**src/rtl/extend_unit.sv**
```systemverilog
// RV32I immediate extender: decodes I/S/B/J/U immediates into a registered 32-bit value.
// Optional macro EXTEND_HOLD_EN: immext holds its previous value on cycles with valid_in=0.
module extend_unit (
    input  logic        clk,
    input  logic        rst,
    input  logic        valid_in,
    input  logic [1:0]  immsrc,
    input  logic [31:0] instr,
    input  logic        LuiOP,
    output logic [31:0] immext,
    output logic        valid_out
);

    localparam int DATA_W = 32;

    logic signed [DATA_W-1:0] imm_dec;
    logic signed [DATA_W-1:0] imm_d;
    logic signed [DATA_W-1:0] imm_q;
    logic                     vld_q;

    // Immediate field decode; instr[31] alone drives the sign fill in every format.
    function automatic logic signed [DATA_W-1:0] imm_decode(
        input logic [31:0] ins,
        input logic [1:0]  src,
        input logic        lui
    );
        logic signed [DATA_W-1:0] r;
        if (lui) begin
            r = {ins[31:12], 12'b0};
        end else begin
            case (src)
                2'b00:   r = {{20{ins[31]}}, ins[31:20]};
                2'b01:   r = {{20{ins[31]}}, ins[31:25], ins[11:7]};
                2'b10:   r = {{19{ins[31]}}, ins[31], ins[7], ins[30:25], ins[11:8], 1'b0};
                2'b11:   r = {{11{ins[31]}}, ins[31], ins[19:12], ins[20], ins[30:21], 1'b0};
                default: r = {{20{ins[31]}}, ins[31:20]};
            endcase
        end
        return r;
    endfunction

    always_comb begin
        imm_dec = imm_decode(instr, immsrc, LuiOP);
`ifdef EXTEND_HOLD_EN
        imm_d   = valid_in ? imm_dec : imm_q;
`else
        imm_d   = imm_dec;
`endif
    end

    // Output register stage: one cycle from valid_in to valid_out.
    always_ff @(posedge clk) begin
        if (rst) begin
            imm_q <= '0;
            vld_q <= 1'b0;
        end else begin
            imm_q <= imm_d;
            vld_q <= valid_in;
        end
    end

    assign immext    = imm_q;
    assign valid_out = vld_q;

endmodule

```
**config.mk**
```make
export PLATFORM = sky130hd
export DESIGN_NAME = extend_unit
export DESIGN_NICKNAME = d
export VERILOG_FILES = /design/src/rtl/extend_unit.sv
export SDC_FILE = /design/constraint.sdc
export NUM_CORES = 1
export LEC_CHECK = 0
export ABC_AREA = 0
export CAP_MARGIN = 20
export CORE_ASPECT_RATIO = 1.2
export CORE_MARGIN = 3
export CORE_UTILIZATION = 32
export DETAILED_ROUTE_END_ITERATION = 8
export PLACE_DENSITY = 0.82
export REMOVE_ABC_BUFFERS = 1
export SYNTH_ARGS = -nofsm -noshare
export SYNTH_HDL_FRONTEND = slang
export SYNTH_SLANG_ARGS = --single-unit
```
**constraint.sdc**
```tcl
create_clock -name clk -period 1.1 [get_ports clk]
set_clock_uncertainty 0.05 [all_clocks]
set_input_delay 0.275 -clock clk [delete_from_list [all_inputs] [get_ports clk]]
set_output_delay 0.275 -clock clk [all_outputs]
set_load 0.005 [all_outputs]
```
==> qor.yml <==
dr.pass1.iters: 5
min_to: "immext[31]$_SDFF_PP0_"
cts_hold_buf: 0
max_stage_delay_ns: 0.39
end_kind: "flop"
status: "finished, final reports clean"
antenna_found_initial: 0
ff_latch_area_um2: 673
ys_ff_latch: 33
cts_sinks: 33
critPathLaunch: "LuiOP"
grtUsageMet3_pct: 3.65
power.density_nw_per_um2: 1390
cap_violations: 0
rows: 23
drt_iter0_markers: 21
grt_max_degree: 17
coreArea_um2: 3370
port_buffers: 63
die_w_um: 60.3
diodes: 0
hold_viol_final: 0
die_y_um: 71.1
nets: 221
post-place-ws_ns: -0.658
multi_input_area_um2: 442
p_leak_nw: 0.870
final_core_utilization_pct: 54.9
min_path_type: "input port to flop"
cts_made_buffers: 5
period_minus_slack_ns: 1.07
cp_data_required_time_ns: 1.22
fin_crit_sh_pct: 97.2
gp_congestion: 0.755
setup_slack_ns: 0.0313
critPathBufInv: 2
ys_seq_area_share_pct: 58.4
remaining_drc_errors: 0
vias: 1077
use_met1_pct: 15.2
critPathKind: "input port to flop"
grt_usage_pct: 16.3
drive_gt1_share_pct: 38.0
cts_tree: "done"
antenna_left: 0
finalPower_mw: 2.57
hold_slack_ns: 0.265
critPathTopFamily: "buffers and inverters"
vias_per_cell: 4.87
grt_pass1_vias: 1122
ys_warn_count: 0
synth_area_um2: 1130
critPathMaxFanout: 12
path_cells: "dlygate4sd2_1 > buf_12 > nor3b_1 > mux2_1"
path_clk_slew_ns: 0.06
p_int_mw: 1.95
max_freq_ghz: 0.936
cts_max_path_buffers: 2
hp-start: "instr[31]"
gr-max-usage-layer: "met2"
ys_types: 19
overflow: 0
synth_cells: 109
slew_headroom_pct: 78.5
hold_depth: 2
cp-start-kind: "input port"
routed_wirelength_um: 3260
p_seq_share_pct: 50.3
fin_area_um2: 1850
clkPwrFrac_pct: 33.4
grt_pass1_wl_um: 5060
post-dp-hpwl_um: 2550
met2_usage_pct: 29.8
avgSynthCellArea_um2: 10.4
die_area_um2: 4290
rsz0062_at_grt: "no"
comb_power_share_pct: 16.3
num_io_pins: 71
maxSlewViolCount: 0
cts_root_buf: "clkbuf_8"
nFillCells: 297
area_growth_pct: 63.4
peakVddDrop_mv: 0.943
worst-slew-pin-transition_ns: 0.322
htreeDepth: 2
swShare_pct: 24.0
switchingPower_mw: 0.614
finalSetupViolCount: 0
initial_utilization_pct: 33.6
critPathSlowestCell: "dlygate4sd2_1"
wl_per_cell_um: 14.7
place_area_um2: 1880
crit_arrival_ns: 1.18
-- registers in the layout, summed over array words and instances (netlist names) --
register	cells
immext	32
valid_out	1
-- worst max-delay path by stage --
stage                                  endpoint  slack [ns]  depth (start not counted)
after floorplan            immext[1]$_SDFF_PP0_        0.11                          2
after global placement     immext[1]$_SDFF_PP0_       -0.53                          3
after detailed placement  immext[12]$_SDFF_PP0_       -0.66                          4
after CTS                 immext[11]$_SDFF_PP0_        0.03                          3
after global routing       immext[1]$_SDFF_PP0_       0.005                          4
final                      immext[2]$_SDFF_PP0_        0.03                          4
-- synthesized netlist by cell type, drive strengths merged --
master | count | share of area [%]
a21o | 1 | 0.66
inv | 8 | 2.7
buf | 6 | 2.9
nand2 | 11 | 3.7
dfxtp | 33 | 58
xnor2 | 1 | 1.4
nand2b | 1 | 0.55
a21oi | 12 | 5.3
a2111oi | 1 | 0.88
o32ai | 8 | 6.2
mux2 | 4 | 4.0
nor2b | 2 | 1.1
and2 | 6 | 3.3
nor3b | 8 | 5.3
nor4 | 1 | 0.55
mux2i | 2 | 1.8
clkbuf | 2 | 0.66
nor2 | 2 | 0.66
-- layout by cell type (no fill, tap or decap) --
cell and instances:
nor3b_1 8, clkinv_2 2, a21oi_4 1, nor2_1 1
mux2_1 4, nor2b_1 2, xnor2_2 1, inv_1 8
and2_1 6, nor4_1 1, mux2i_1 2, clkbuf_1 1
clkbuf_8 5, a2111oi_2 1, clkdlybuf4s50_1 25, nor2_2 1
dlygate4sd2_1 3, o32ai_2 2, dlymetal6s2s_1 1, buf_12 2
a21oi_1 11, nand2_1 11, buf_2 34, dfxtp_1 23
nand2b_1 1, a21o_4 1, buf_4 10, o32ai_1 6
dfxtp_2 10
-- metal layers --
layer	up-vias	wire length [µm]
met5	-	0
met4	0	138
met3	13	208
met2	49	1810
met1	497	1100
li1	518	-
-- what timing repair did --
| action | CTS | global route |
|---|---|---|
| pin swaps | 2 | 0 |
| endpoints found under the setup margin | 64 | 5 |
| resized for setup | 155 | 3 |
| setup buffers | 1 | 0 |
-- power by group through the flow --
stage / Combinational, mW / Clock [mW] / Sequential, mW
after global routing: 0.453 / 0.920 / 1.30
after global placement: 0.452 / 0 / 1.32
after CTS: 0.422 / 0.872 / 1.29
after detailed placement: 0.468 / 0 / 1.32
after floorplan: 0.101 / 0 / 1.32
final: 0.418 / 0.856 / 1.29
-- metrics by stage --
step                      TNS [ns]  instances
final                            0        221
after global routing             0        221
after CTS                        0        221
after detailed placement    -16.03        212
after global placement      -14.71        212
after floorplan                  0        101
-- cell type report --
class                           count  area share [%]
Clock buffer                        6            3.93
Clock inverter                      2           0.542
Inverter                            8            1.62
Multi-Input combinational cell     60            23.9
Sequential cell                    33            36.4
Tap cell                           37            2.51
Timing Repair Buffer               75            31.1
-- cells by family (layout without fill, tap and decap cells) --
group / count (synthesis) / in the layout / share of synthesized area, %
simple gates: 31 / 31 / 15.2
compound gates: 22 / 22 / 13.1
flops: 33 / 33 / 58.4
buf+inv: 16 / 91 / 6.19
xor+xnor: 1 / 1 / 1.44
mux: 6 / 6 / 5.75
No activity file was read; power rests on OpenSTA's default activity.
